### src/rtl/rvb_clmul_pkg.sv
// Shared types for the sequential carry-less multiplier: op codes, FSM
// states and a bit-serial reference product used when checking results.
// Optional build macro: RVB_CLMUL_EARLY_EXIT_EN (see rvb_clmul_seq.sv).
package rvb_clmul_pkg;

    typedef enum logic [1:0] {
        OP_CLMUL  = 2'b00,
        OP_CLMULH = 2'b01,
        OP_CLMULR = 2'b10,
        OP_RSVD   = 2'b11
    } op_e;

    typedef enum logic [1:0] {
        IDLE = 2'b00,
        RUN  = 2'b01,
        DONE = 2'b10
    } state_e;

    // Full carry-less product of two operands up to 64 bits wide.
    function automatic logic [127:0] clmul_ref(input logic [63:0] a, input logic [63:0] b);
        logic [127:0] r;
        r = '0;
        for (int i = 0; i < 64; i++) begin
            if (b[i]) r = r ^ ({64'b0, a} << i);
        end
        return r;
    endfunction

endpackage

### src/rtl/rvb_clmul_seq_if.sv
// Request/response bus of the carry-less multiplier.
// master = issue/writeback side, slave = the multiplier.
interface rvb_clmul_seq_if #(
    parameter int XLEN = 32
);
    logic            din_valid;
    logic            din_ready;
    logic [1:0]      din_op;
    logic [XLEN-1:0] din_rs1;
    logic [XLEN-1:0] din_rs2;
    logic            dout_valid;
    logic            dout_ready;
    logic [XLEN-1:0] dout_rd;
    logic            busy;

    modport master (
        output din_valid, din_op, din_rs1, din_rs2, dout_ready,
        input  din_ready, dout_valid, dout_rd, busy
    );

    modport slave (
        input  din_valid, din_op, din_rs1, din_rs2, dout_ready,
        output din_ready, dout_valid, dout_rd, busy
    );
endinterface

### src/rtl/rvb_clmul_step.sv
// One BPC-bit step of the carry-less product: XOR the shifted rs1 into
// the accumulator once for every set bit of the current rs2 slice.
module rvb_clmul_step #(
    parameter int XLEN = 32,
    parameter int BPC  = 8
) (
    input  logic [2*XLEN-1:0] acc_in,
    input  logic [2*XLEN-1:0] a_sh,
    input  logic [BPC-1:0]    b_slice,
    output logic [2*XLEN-1:0] acc_out
);

    // Partial products for this slice folded into the accumulator.
    always_comb begin
        acc_out = acc_in;
        for (int j = 0; j < BPC; j++) begin
            if (b_slice[j]) acc_out = acc_out ^ (a_sh << j);
        end
    end

endmodule

### src/rtl/rvb_clmul_seq.sv
// Multi-cycle carry-less multiplier (CLMUL / CLMULH / CLMULR), BPC bits of
// rs2 per cycle, valid/ready on both sides.
// Optional build macro: RVB_CLMUL_EARLY_EXIT_EN -- finish RUN as soon as
// the unconsumed rs2 bits are all zero (latency 1..NSTEP instead of NSTEP).
module rvb_clmul_seq
    import rvb_clmul_pkg::*;
#(
    parameter int XLEN = 32,
    parameter int BPC  = 8
) (
    input  logic          clock,
    input  logic          reset,
    rvb_clmul_seq_if.slave bus
);

    localparam int NSTEP = XLEN / BPC;
    localparam int CW    = $clog2(NSTEP + 1);

    state_e            state;
    logic [CW-1:0]     cnt;
    logic [2*XLEN-1:0] acc;
    logic [2*XLEN-1:0] a_sh;     // rs1 pre-shifted to the current slice position
    logic [XLEN-1:0]   b_rem;    // rs2 bits not yet consumed, LSB chunk first
    op_e               op_q;
    logic              dout_valid_q;
    logic [XLEN-1:0]   dout_rd_q;
    logic              busy_q;

    logic [2*XLEN-1:0] acc_nxt;
    logic              din_ready;
    logic              accept;
    logic              last_step;

    rvb_clmul_step #(.XLEN(XLEN), .BPC(BPC)) u_step (
        .acc_in  (acc),
        .a_sh    (a_sh),
        .b_slice (b_rem[BPC-1:0]),
        .acc_out (acc_nxt)
    );

    // Ready depends on state and the consumer only, never on din_valid.
    assign din_ready = (state == IDLE) || (state == DONE && bus.dout_ready);
    assign accept    = bus.din_valid && din_ready;

    // Last step: counter exhausted, or (early exit) nothing left in rs2.
    always_comb begin
        last_step = (cnt == CW'(1));
`ifdef RVB_CLMUL_EARLY_EXIT_EN
        if ((b_rem >> BPC) == '0) last_step = 1'b1;
`endif
    end

    // Final result selection from the full product.
    function automatic logic [XLEN-1:0] pick(input op_e op, input logic [2*XLEN-1:0] p);
        case (op)
            OP_CLMUL:  return p[XLEN-1:0];
            OP_CLMULH: return p[XLEN +: XLEN];
            OP_CLMULR: return p[XLEN-1 +: XLEN];
            default:   return '0;
        endcase
    endfunction

    // FSM with registered outputs; an accept in IDLE or DONE reloads the datapath.
    always_ff @(posedge clock) begin
        if (!reset) begin
            state        <= IDLE;
            cnt          <= '0;
            acc          <= '0;
            a_sh         <= '0;
            b_rem        <= '0;
            op_q         <= OP_CLMUL;
            dout_valid_q <= 1'b0;
            dout_rd_q    <= '0;
            busy_q       <= 1'b0;
        end else begin
            case (state)
                IDLE: ;
                RUN: begin
                    acc   <= acc_nxt;
                    a_sh  <= a_sh << BPC;
                    b_rem <= b_rem >> BPC;
                    cnt   <= cnt - CW'(1);
                    if (last_step) begin
                        state        <= DONE;
                        dout_valid_q <= 1'b1;
                        dout_rd_q    <= pick(op_q, acc_nxt);
                    end
                end
                DONE: begin
                    if (bus.dout_ready) begin
                        state        <= IDLE;
                        dout_valid_q <= 1'b0;
                        busy_q       <= 1'b0;
                    end
                end
                default: begin
                    state  <= IDLE;
                    busy_q <= 1'b0;
                end
            endcase
            // Later assignment wins over the DONE->IDLE retire for back-to-back ops.
            if (accept) begin
                state  <= RUN;
                busy_q <= 1'b1;
                cnt    <= CW'(NSTEP);
                acc    <= '0;
                a_sh   <= {{XLEN{1'b0}}, bus.din_rs1};
                b_rem  <= bus.din_rs2;
                op_q   <= op_e'(bus.din_op);
            end
        end
    end

    assign bus.din_ready  = din_ready;
    assign bus.dout_valid = dout_valid_q;
    assign bus.dout_rd    = dout_rd_q;
    assign bus.busy       = busy_q;

endmodule
### src/flat_wrapper.sv
// flat-port wrapper written by rule: the top's interface ports become plain ports
module rvb_clmul_seq_flat import rvb_clmul_pkg::*;
#(
    parameter int XLEN = 32,
    parameter int BPC  = 8
)
  (clock, reset, bus_din_valid, bus_din_op, bus_din_rs1, bus_din_rs2, bus_dout_ready, bus_din_ready, bus_dout_valid, bus_dout_rd, bus_busy);
  rvb_clmul_seq_if #(.XLEN(XLEN)) bus_i ();
  input  logic clock;
  input  logic reset;
  input wire logic [$bits(bus_i.din_valid)-1:0] bus_din_valid;
  input wire logic [$bits(bus_i.din_op)-1:0] bus_din_op;
  input wire logic [$bits(bus_i.din_rs1)-1:0] bus_din_rs1;
  input wire logic [$bits(bus_i.din_rs2)-1:0] bus_din_rs2;
  input wire logic [$bits(bus_i.dout_ready)-1:0] bus_dout_ready;
  output wire logic [$bits(bus_i.din_ready)-1:0] bus_din_ready;
  output wire logic [$bits(bus_i.dout_valid)-1:0] bus_dout_valid;
  output wire logic [$bits(bus_i.dout_rd)-1:0] bus_dout_rd;
  output wire logic [$bits(bus_i.busy)-1:0] bus_busy;
  assign bus_i.din_valid = bus_din_valid;
  assign bus_i.din_op = bus_din_op;
  assign bus_i.din_rs1 = bus_din_rs1;
  assign bus_i.din_rs2 = bus_din_rs2;
  assign bus_i.dout_ready = bus_dout_ready;
  assign bus_din_ready = bus_i.din_ready;
  assign bus_dout_valid = bus_i.dout_valid;
  assign bus_dout_rd = bus_i.dout_rd;
  assign bus_busy = bus_i.busy;
  rvb_clmul_seq #(.XLEN(XLEN), .BPC(BPC)) u_core (.clock(clock), .reset(reset), .bus(bus_i));
endmodule
### config.mk
export PLATFORM = sky130hd
export DESIGN_NAME = rvb_clmul_seq_flat
export DESIGN_NICKNAME = d
export VERILOG_FILES = /design/src/rtl/rvb_clmul_pkg.sv /design/src/rtl/rvb_clmul_seq_if.sv /design/src/rtl/rvb_clmul_step.sv /design/src/rtl/rvb_clmul_seq.sv /design/src/flat_wrapper.sv
export SDC_FILE = /design/constraint.sdc
export NUM_CORES = 1
export LEC_CHECK = 0
export CAP_MARGIN = 20
export CORE_ASPECT_RATIO = 0.8
export CORE_MARGIN = 2
export CORE_UTILIZATION = 55
export DETAILED_ROUTE_END_ITERATION = 12
export PLACE_DENSITY = 0.74
export SLEW_MARGIN = 20
export SYNTH_ARGS = -nofsm -noshare
export SYNTH_HDL_FRONTEND = slang
export SYNTH_SLANG_ARGS = --single-unit
### constraint.sdc
create_clock -name clock -period 1.9 [get_ports clock]
set_input_delay 0.19 -clock clock [delete_from_list [all_inputs] [get_ports clock]]
set_output_delay 0.19 -clock clock [all_outputs]
set_load 0.01 [all_outputs]
# Word level (Yosys, flattened, before mapping)
# Cells that the tools add are included.
# word_totals
regBits	201
out_inout_bits	35
elab_cells	72
# op_classes
n_addsub	1
n_eq_ne	11
mux	24
bitwise_logic	10
n_reduce_logical	14
# ops
cell	n
64-bit 2-to-1 mux	8
64-bit bitwise XOR	8
32-bit 2-to-1 mux	4
32-bit one-hot mux with 3 select lines	1
3-bit AND reduction	3
3-bit 2-to-1 mux	2
2-bit by 1-bit != test with 1-bit output, second input constant	3
2-bit one-hot mux with 3 select lines	1
2-bit by 1-bit == test with 1-bit output, second input constant	2
2-bit == test, second input constant	2
2-bit zero test	2
1-bit 2-to-1 mux	4
2-bit 2-to-1 mux	2
1-bit one-hot mux with 2 select lines	2
2-bit AND reduction	2
2-bit nonzero test	2
2-bit OR reduction	2
3-bit by 1-bit == test with 1-bit output, second input constant	1
3-bit by 1-bit != test with 1-bit output, second input constant	1
3-bit by 2-bit != test with 1-bit output, second input constant	1
3-bit by 1-bit subtractor with 3-bit output, second input constant	1
1-bit logical AND	2
2-bit != test, second input constant	1
1-bit NOT	2
1-bit logical OR	1

# Longest topological paths before layout
# logic_depth
ltp_word	17
ltp_mapped	10
mapped_depth_nobuf	8

# Modules after synthesis
# From an unflattened synthesis, not the netlist that was laid out.
# unflattened
cells_unflattened	2000
area_unflattened_um2	15369.7
# modules_own_cells
mod	n_inst	cells_per_inst	area_each_um2
rvb_clmul_seq	1	978	8284.2
rvb_clmul_step	1	1022	7085.5

# Worst setup path before layout
# Ideal clock, no wire load.
# synth_path
path_type	reg2reg
from	register u_core.b_rem[2]
to	register u_core.dout_rd_q[5], in the netlist u_core.bus.dout_rd[5]
setup_ps	123
arrival_time_ps	1646
required_time_ps	1777
path_slack_ps	131
path_stages_with_launch	9
n_path_buf	2
path_cell_list	dfxtp_1 > buf_4 > buf_6 > nand2_1 > xnor2_2 > xnor3_1 > xnor2_1 > a222oi_1 > o21ai_1
# synth_between
elab_chain_cells	12
# synth_lines
element	line	rtl
start, declared	rvb_clmul_seq.sv:23	logic [XLEN-1:0] b_rem;
start signal, assigned	rvb_clmul_seq.sv:81	b_rem <= b_rem >> BPC;
start signal, assigned	rvb_clmul_seq.sv:108	b_rem <= bus.din_rs2;
64-bit 2-to-1 mux (*)	rvb_clmul_step.sv:17	if (b_slice[j]) acc_out = acc_out ^ (a_sh << j);
64-bit bitwise XOR	rvb_clmul_step.sv:17	
64-bit 2-to-1 mux (*)	rvb_clmul_step.sv:17	
64-bit bitwise XOR	rvb_clmul_step.sv:17	
64-bit 2-to-1 mux (*)	rvb_clmul_step.sv:17	
64-bit bitwise XOR	rvb_clmul_step.sv:17	
64-bit 2-to-1 mux (*)	rvb_clmul_step.sv:17	
64-bit bitwise XOR	rvb_clmul_step.sv:17	
64-bit 2-to-1 mux (*)	rvb_clmul_step.sv:17	
64-bit bitwise XOR	rvb_clmul_step.sv:17	
64-bit 2-to-1 mux (*)	rvb_clmul_step.sv:17	
32-bit one-hot mux with 3 select lines (*)	rvb_clmul_seq.sv:55	case (op)
end signal, assigned	rvb_clmul_seq.sv:86	dout_rd_q <= pick(op_q, acc_nxt);
end, declared	rvb_clmul_seq.sv:26	logic [XLEN-1:0] dout_rd_q;
# Every way passes the cells marked *; elsewhere a longest branch is shown, timed or not.
# A chain may end at the register's enable or synchronous reset.

# Worst setup path after layout
# layout_path
from	register u_core.b_rem[2]
to	register u_core.dout_rd_q[7], in the netlist u_core.bus.dout_rd[7]
# Same word-level chain as after synthesis.

==> flow_metrics.tcl <==
set metrics [dict create \
    fin_ws_ns -0.513 \
    min_path_type "input pin to flop" \
    setup.worst_path.end_class "flop" \
    fp.dieArea_sq_mm 0.0295 \
    synth.largest_area_cell "dfxtp_1" \
    async_reset_ff_frac 0 \
    grt_util_all_layers 0.355 \
    finalCritPeriodShare 1.27 \
    start_util 0.563 \
    detail-route-antenna-nets 0 \
    detailedPlace.worstSlack_ns -0.107 \
    cellPowerDensity_mw_per_mm2 644 \
    cpMaxStageDelayCell "xnor3_1" \
    synth_edf_count 0 \
    numCtsBuffers 23 \
    maxCapViolCount 0 \
    cts-htree-levels 1 \
    synth_nets 2106 \
    cts.sinks 201 \
    finalNonFillerCells 2651 \
    fin_skew_ns 0.0151 \
    ys_seq_elements 201 \
    ir_drop_v 0.000622 \
    gr-total-overflow 0 \
    vias 17203 \
    fillCellCount 1392 \
    ys.flop_type "dfxtp_1" \
    setup_violations 80 \
    die_x_microns 192 \
    core.rowCount 54 \
    slew-limit-headroom 0.379 \
    cts_hold_buf 0 \
    max_stage_delay_ns 0.47 \
    synth_area_sq_mm 0.0155 \
    cp-start-kind "flop" \
    ys_top_cells_by_area "dfxtp_1, nand2_1, xnor2_1" \
    placedCellCount 2527 \
    rsz0062_at_grt "true" \
    crit_arrival_ns 2.81 \
    core_area_sq_mm 0.0275 \
    dp_hpwl_microns 33600 \
    violations "setup timing" \
    required_ns 2.30 \
    cp_cell_sequence "clkbuf_16, buf_12, nand2_2, xnor2_2, xnor3_1, xnor2_1, buf_4, a21oi_2, o22ai_1" \
    finalMaxSlewViolations 0 \
    antenna_found_initial 0 \
    drive_gt1_frac 0.300 \
    final_nets 2344 \
    setup_tns_ns -12.18 \
    final_design_area_no_fill_sq_mm 0.0222 \
    drc_errors 0 \
    portBuffers 104 \
    place_area_sq_mm 0.0184 \
    final-hold-violation-count 0 \
    top_level_ports 105 \
    tightestPinTransition_ns 0.929 \
    total_leakage_power_nw 9.44 \
    grt_pass1_wl_microns 82300 \
    die_y_microns 154 \
    synth.top_cell.area_share 0.260 \
    hold_slack_ns 0.138 \
    path_max_fanout 8 \
    synth_cell_types 39 \
    status "complete, but fails checks" \
    grt_pass1_vias 15093 \
    critical_path_class "flop to flop" \
    dr.pass1.iters 8 \
    drt_iter0_drc 2881 \
    clockBufferDepth 3 \
    r2r_slack_ns -0.51 \
    clk_latency_ns 0.54 \
    wl_per_cell_microns 25.7 \
    seq_area_frac_synth 0.260 \
    synthToLayoutAreaGrowth_pct 43.1 \
    finalCriticalPeriod_ns 2.41 \
    grt_max_degree 133 \
    clockRootBuffer "clkbuf_16" \
    path_clk_slew_ns 0.06 \
    avgSynthCellArea_sq_um 7.61 \
    avgViaCountPerCell 6.49 \
    cts_tree "built" \
    routed_wl_microns 68000 \
    place.gp.congestion 0.884 \
    yosys_warnings 0 \
    fmax_mhz 415 \
    synthCells 2034 \
]
-- Yosys cell counts (2+ instances only) --
library cell  count
buf_1            12
o21ai_1          25
a21boi_1         20
a21boi_0         25
ha_1              2
xnor2_2          27
nand2_2           3
inv_1             6
nor2_1           11
a21oi_1         124
o21ai_0           9
buf_6            10
nand2b_1         27
a211oi_1          2
xnor2_1         202
nand3_1          41
nand2_1         762
o22ai_1          24
a22oi_1          27
a222oi_1          3
buf_4            19
dfxtp_1         201
xor2_1          142
buf_2            59
mux2i_1          24
o211a_1          24
or2_1             2
nand2_4           9
xnor3_1          59
nand3b_1          2
clkbuf_1         93
and2_1           31
-- through the flow --
step | power (mW) | util
2_1_floorplan | 6.48 | -
3_5_place_dp | 7.98 | 0.668
4_1_cts | 13.2 | 0.729
3_3_place_gp | 7.93 | 0.668
5_1_grt | 14.5 | 0.806
6_report | 14.3 | 0.806
-- registers in the layout (all words and copies together) (netlist names) --
register,cells
u_core.op_q,2
u_core.cnt,3
u_core.bus.dout_valid,1
u_core.state,2
u_core.bus.busy,1
u_core.b_rem,32
u_core.acc,64
u_core.a_sh,64
u_core.bus.dout_rd,32
-- worst max-delay path: cells and delay by family (launching register included) --
| kind | cells | cell delay (ns) |
|---|---|---|
| AOI/OAI and AO/OA | 2 | 0.25 |
| xor gates and xnor gates | 3 | 1.06 |
| buffers and inverters | 3 | 0.48 |
| DFF | 1 | 0.41 |
| and+or+nand+nor | 1 | 0.07 |
-- path summary, 6_finish.rpt --
| check | cells after the start | start | to |
|---|---|---|---|
| min | 3 | reset | u_core.bus.dout_rd[11] |
| max reg2reg | 9 | u_core.b_rem[2] | u_core.bus.dout_rd[7] |
| max | 9 | u_core.b_rem[2] | u_core.bus.dout_rd[7] |
| min reg2reg | 2 | u_core.b_rem[16] | u_core.b_rem[16] |
-- power breakdown --
part           switching (mW)  internal [mW]
registers               0.239           4.38
logic                    2.42           2.16
clock network            1.99           3.07
-- layout make-up --
cell class | count | area, sq um | share of cell area
multi-input cells | 1633 | 12100 | 0.546
well taps | 364 | 455 | 0.0206
clock inverters | 10 | 179 | 0.00807
clock buffers | 29 | 648 | 0.0292
repair buffers | 407 | 4680 | 0.211
inverters | 6 | 22.5 | 0.00102
flip-flops and latches | 201 | 4080 | 0.184
diodes | 1 | 2.50 | 0.000113
-- per-layer routing --
layer,global-route usage,wire (microns),vias to the layer above
met2,0.565,29300,1634
li1,-,-,6930
met3,0.0717,9360,615
met5,0,0,-
met1,0.470,23100,8024
met4,0.147,6230,0
-- cell families after synthesis --
logic type,Yosys count,synth area share
AOI/OAI and AO/OA,287,0.116
muxes,24,0.0155
and+or+nand+nor,890,0.234
xor gates and xnor gates,430,0.309
adders and majority gates,2,0.00162
DFF,201,0.260
buffers and inverters,200,0.0637
-- cell usage in the layout, fill, tap and decap left out, types with 53 or more instances in the layout --
| master | n |
|---|---|
| buf_4 | 179 |
| nand2_4 | 53 |
| dfxtp_1 | 171 |
| clkdlybuf4s50_1 | 102 |
| xnor2_2 | 121 |
| nand2_2 | 65 |
| buf_12 | 70 |
| xor2_1 | 117 |
| a21oi_1 | 90 |
| xnor2_1 | 107 |
| xnor3_1 | 58 |
| nand2_1 | 656 |
-- repair_timing --
item | in CTS | in global routing
gates cloned | 7 | 12
gates resized for setup | 75 | 333
pin swaps | 36 | 177
setup buffers | 28 | 50
setup endpoints to repair | 38 | 78
No activity file was read; power rests on OpenSTA's default activity.
